<file path="src/rtl/fir_engine_pkg.sv">
// Shared constants and types for the FIR engine datapath.
//   FifoDepth   : default number of entries in the output sample FIFO
//   SampleWidth : default width of a FIR output sample (two's complement)
//   sample_t    : signed sample type used across the FIR engine
package fir_engine_pkg;

    localparam int FifoDepth   = 8;
    localparam int SampleWidth = 12;

    typedef logic signed [SampleWidth-1:0] sample_t;

endpackage

</file>
<file path="src/rtl/sample_fifo_mem.sv">
// Register-array storage for sample_fifo. Contents are not reset; the FIFO
// control logic guarantees no entry is read before it has been written.
// Ports:
//   clk      : clock
//   wr_en    : write strobe
//   wr_addr  : write address
//   wr_data  : write data
//   rd_addr  : asynchronous read address
//   rd_data  : asynchronous read data
module sample_fifo_mem
    import fir_engine_pkg::*;
#(
    parameter int DataWidth = SampleWidth,
    parameter int Depth     = FifoDepth,
    parameter int AddrWidth = $clog2(Depth)
) (
    input  logic                 clk,
    input  logic                 wr_en,
    input  logic [AddrWidth-1:0] wr_addr,
    input  logic [DataWidth-1:0] wr_data,
    input  logic [AddrWidth-1:0] rd_addr,
    output logic [DataWidth-1:0] rd_data
);

    logic [DataWidth-1:0] mem [Depth];

    always_ff @(posedge clk) begin
        if (wr_en) begin
            mem[wr_addr] <= wr_data;
        end
    end

    assign rd_data = mem[rd_addr];

endmodule

</file>
<file path="src/rtl/sample_fifo.sv">
// Sample FIFO between the FIR engine and the I2S/DAC path.
// Writes are FIR-done strobes; reads are one-cycle requests answered one
// cycle later with a registered sample and an rdValid pulse. An empty read
// holds the previous sample and sets the sticky underflow flag; a write into
// a full FIFO (without a same-cycle read) is dropped and sets overflow.
// Optional macro SAMPLE_FIFO_STATS_EN adds saturating 8-bit event counters;
// without it ovfCount/unfCount are tied to zero.
// Ports:
//   clk, reset (async, active low)
//   wrData/wrValid      : sample input
//   rdReq               : read request
//   flush               : synchronous clear of pointers, level and rdData
//   rdData/rdValid      : registered sample output
//   level               : occupancy 0..Depth
//   overflow/underflow  : sticky error flags (cleared by reset only)
//   ovfCount/unfCount   : saturating event counters
module sample_fifo
    import fir_engine_pkg::*;
#(
    parameter int DataWidth = SampleWidth,
    parameter int Depth     = FifoDepth
) (
    input  logic                     clk,
    input  logic                     reset,
    input  logic [DataWidth-1:0]     wrData,
    input  logic                     wrValid,
    input  logic                     rdReq,
    input  logic                     flush,
    output logic [DataWidth-1:0]     rdData,
    output logic                     rdValid,
    output logic [$clog2(Depth):0]   level,
    output logic                     overflow,
    output logic                     underflow,
    output logic [7:0]               ovfCount,
    output logic [7:0]               unfCount
);

    localparam int PtrW = $clog2(Depth);
    localparam int LvlW = PtrW + 1;
    localparam logic [LvlW-1:0] FullLvl = LvlW'(Depth);

    logic [PtrW-1:0]      wr_ptr, rd_ptr;
    logic [DataWidth-1:0] head_data;
    logic                 is_full, is_empty;
    logic                 wr_en, rd_en, ovf_evt, unf_evt;

    assign is_full  = (level == FullLvl);
    assign is_empty = (level == '0);

    // A same-cycle read frees a slot, so a full FIFO still accepts the write.
    // At level 0 the read underflows but the write is still stored.
    assign wr_en   = wrValid && !flush && (!is_full || rdReq);
    assign rd_en   = rdReq && !flush && !is_empty;
    assign ovf_evt = wrValid && !flush && is_full && !rdReq;
    assign unf_evt = rdReq && !flush && is_empty;

    sample_fifo_mem #(
        .DataWidth (DataWidth),
        .Depth     (Depth),
        .AddrWidth (PtrW)
    ) u_mem (
        .clk     (clk),
        .wr_en   (wr_en),
        .wr_addr (wr_ptr),
        .wr_data (wrData),
        .rd_addr (rd_ptr),
        .rd_data (head_data)
    );

    always_ff @(posedge clk or negedge reset) begin
        if (!reset) begin
            wr_ptr    <= '0;
            rd_ptr    <= '0;
            level     <= '0;
            rdData    <= '0;
            rdValid   <= 1'b0;
            overflow  <= 1'b0;
            underflow <= 1'b0;
        end else if (flush) begin
            wr_ptr  <= '0;
            rd_ptr  <= '0;
            level   <= '0;
            rdData  <= '0;
            rdValid <= 1'b0;
        end else begin
            rdValid <= rdReq;
            if (wr_en) begin
                wr_ptr <= wr_ptr + PtrW'(1);
            end
            if (rd_en) begin
                rd_ptr <= rd_ptr + PtrW'(1);
                rdData <= head_data;
            end
            case ({wr_en, rd_en})
                2'b10:   level <= level + LvlW'(1);
                2'b01:   level <= level - LvlW'(1);
                default: level <= level;
            endcase
            if (ovf_evt) begin
                overflow <= 1'b1;
            end
            if (unf_evt) begin
                underflow <= 1'b1;
            end
        end
    end

`ifdef SAMPLE_FIFO_STATS_EN
    logic [7:0] ovf_cnt, unf_cnt;

    always_ff @(posedge clk or negedge reset) begin
        if (!reset) begin
            ovf_cnt <= '0;
            unf_cnt <= '0;
        end else begin
            if (ovf_evt && ovf_cnt != 8'hFF) begin
                ovf_cnt <= ovf_cnt + 8'd1;
            end
            if (unf_evt && unf_cnt != 8'hFF) begin
                unf_cnt <= unf_cnt + 8'd1;
            end
        end
    end

    assign ovfCount = ovf_cnt;
    assign unfCount = unf_cnt;
`else
    assign ovfCount = '0;
    assign unfCount = '0;
`endif

endmodule
</file>
<file path="config.mk">
export PLATFORM = sky130hd
export DESIGN_NAME = sample_fifo
export DESIGN_NICKNAME = d
export VERILOG_FILES = /design/src/rtl/fir_engine_pkg.sv /design/src/rtl/sample_fifo_mem.sv /design/src/rtl/sample_fifo.sv
export SDC_FILE = /design/constraint.sdc
export NUM_CORES = 1
export LEC_CHECK = 0
export CORE_UTILIZATION = 45
export DETAILED_ROUTE_END_ITERATION = 10
export PLACE_DENSITY = 0.68
export SLEW_MARGIN = 20
export SYNTH_ARGS = -nofsm -noshare
export SYNTH_HDL_FRONTEND = slang
export SYNTH_SLANG_ARGS = --single-unit
</file>
<file path="constraint.sdc">
create_clock -name clk -period 2.3 [get_ports clk]
set_input_delay 0.69 -clock clk [delete_from_list [all_inputs] [get_ports clk]]
set_output_delay 0.69 -clock clk [all_outputs]
set_load 0.1 [all_outputs]
</file>
==> qor.yml <==
outcome:
  status: "finished clean"
layout:
  fin_cells: 529
  area_growth_pct: 28.9
  final_core_util: 0.598
  post_route_cells_drive_above_1_share: 0.386
  finalNetCount: 397
  final_common_cell: "edfxtp_1"
  antenna_cells: 0
  final_cell_mix: "edfxtp_1 (96), buf_4 (59), mux4_2 (24)"
  design_area_um2: 6520
power_and_ir_drop:
  p_leak_nw: 2.39
  powerDensity_nw_per_um2: 984
  p_int_mw: 4.64
  power_switching_mw: 1.77
  clkPwrFrac: 0.430
  p_comb_frac: 0.181
  p_sw_frac: 0.276
  irDropWorstVdd_mv: 0.469
  power_mw: 6.41
  pwr-share-seq: 0.389
job:
  maxCapViolations: 0
synthesis:
  synth_top_area_cell: "edfxtp_1"
  syn_inst: 292
  synth_edf_count: 96
  async_reset_ff_frac: 0.207
  synth_area_per_cell_um2: 17.3
  yosys_warnings: 0
  synth-seq-cells: 121
  synth_ff_type: "edfxtp_1"
  synth_top_area_frac: 0.570
  ys_seq_area_frac: 0.694
  syn-cell-area_um2: 5050
  synthTopCellsByArea: "edfxtp_1 (57%), dfrtp_1 (12%), mux4_2 (11%), mux2i_1 (2.6%), buf_4 (2.5%)"
  ys_types: 45
floorplanning:
  ioPinCount: 52
  die_x_um: 108
  rows: 38
  core_um2: 10900
  start_util: 0.464
  die-area_um2: 11700
  fp.dieH_um: 108
cts:
  cts_buffers: 17
  clkSinkCount: 121
  insertion_delay_ns: 0.51
  postCtsHoldBufs: 0
  clk_pin_slew_ns: 0.06
  cts_root_buf: "clkbuf_8"
  postCtsSetupBuffers: 0
  cts_buffer_depth: 2
  htreeDepth: 4
  cts_tree: "done"
  cts_resized: 0
sta:
  slew_violations: 0
  clock_skew_ns: 0.00965
  fin_crit_ns: 2.24
  rsz0062_at_grt: "false"
  setup_viol: 0
  worst_slew_pin_slew_ns: 0.561
  tns_ns: 0
  hold_violations: 0
  fin_crit_sh: 0.974
  relSlewSlack: 0.626
  fin_ws_ns: 0.0609
  fmax_mhz: 447
  holdWs_ns: 0.452
drt:
  vias_per_cell: 5.31
  wire_per_inst_um: 18.7
  routed_wl_um: 9910
  drt-initial-drc-count: 158
  antenna_left: 0
  vias: 2810
  drc: 0
  first_pass_iters: 4
global_route:
  grt_pass1_wl_um: 15900
  grt_remaining_overflow: 0
  grt_pass1_vias: 2861
  antenna_found_initial: 0
  grt_usage: 0.193
  grt_max_degree: 27
critical_path:
  end_kind: "flop"
  start_kind: "flop"
  arrival_ns: 2.66
  critPathMaxFanout: 4
  cp.required_ns: 2.72
  critical_path_class: "reg2reg"
placed_design:
  dpl_cell_area_um2: 5890
  dpl.hpwl_um: 6500
  gp_congestion: 0.837
  dp_slack_ns: -0.409
  numPortBuffers: 35
  place_inst: 497
min_path:
  hp-class: "reg2reg"
synthesized netlist by cell type (all sizes together) (2+ instances only):
cell type  count
ha             4
a21oi          2
o21ai          5
nand2b         5
xor2           4
nor3b          2
edfxtp        96
nor2b          2
nor2          23
nand2          7
buf           24
or3            3
a31o          12
dfrtp         25
nor3           5
or3b           2
nand3          4
inv            5
mux2i         13
o2111ai        2
clkbuf         7
mux4          24
worst max-delay path: stages (launching register included):
cell and delay (ns):
dfrtp_4 0.47, or4_4 0.57, nand2_4 0.10, inv_4 0.04
ha_4 0.26, o21ai_1 0.05, nor4b_2 0.16, or3b_4 0.40
o2111ai_1 0.09
final cells by class:
class,instances,area (um^2)
sequential,121,3520
clock inverter,14,194
fill,808,4370
multi-input combinational,150,1450
inverter,5,21.3
tap,140,175
timing repair buffer,81,723
clock buffer,18,428
power groups by stage:
stage / Sequential [mW] / Clock, mW / Combinational, mW
2_1_floorplan: 2.84 / 0 / 0.555
3_3_place_gp: 2.54 / 0 / 1.15
3_5_place_dp: 2.54 / 0 / 1.16
4_1_cts: 2.50 / 2.80 / 1.17
5_1_grt: 2.50 / 2.90 / 1.22
6_report: 2.50 / 2.75 / 1.16
metal layers:
metal  vias to the layer above  wire length (um)  GRT usage
met4                         0               172     0.0881
met3                        16               476     0.0410
li1                       1286                 -          -
met2                       106              4850      0.297
met5                         -                 0          0
met1                      1402              4410      0.264
path summary, 6_finish.rpt:
| path | depth (start not counted) | slack [ns] | end | from |
|---|---|---|---|---|
| max in group asynchronous | 2 | 1.46 | level[1]$_DFFE_PN0P_ | reset |
| hold reg to reg | 1 | 0.45 | underflow$_DFFE_PN0P_ | underflow$_DFFE_PN0P_ |
| setup reg to reg | 8 | 0.06 | level[3]$_DFFE_PN0P_ | level[2]$_DFFE_PN0P_ |
| hold / removal | 1 | 0.45 | underflow$_DFFE_PN0P_ | underflow$_DFFE_PN0P_ |
| setup / recovery | 8 | 0.06 | level[3]$_DFFE_PN0P_ | level[2]$_DFFE_PN0P_ |
| min in group asynchronous | 2 | 0.56 | rdData[2]$_DFFE_PN0P_ | reset |
sequential cells by signal, summed over array words and instances (netlist names):
name / flops
rdData: 12
wr_ptr: 3
u_mem.mem: 96
rd_ptr: 3
overflow: 1
underflow: 1
level: 4
rdValid: 1
cells by family after synthesis:
logic type | synth area share
compound gates | 0.0500
xor+xnor | 0.00866
fa+ha+maj | 0.00990
buf+inv | 0.0433
flops | 0.694
mux | 0.133
other cells | 0.000742
simple gates | 0.0606
No activity file was read; power rests on OpenSTA's default activity.
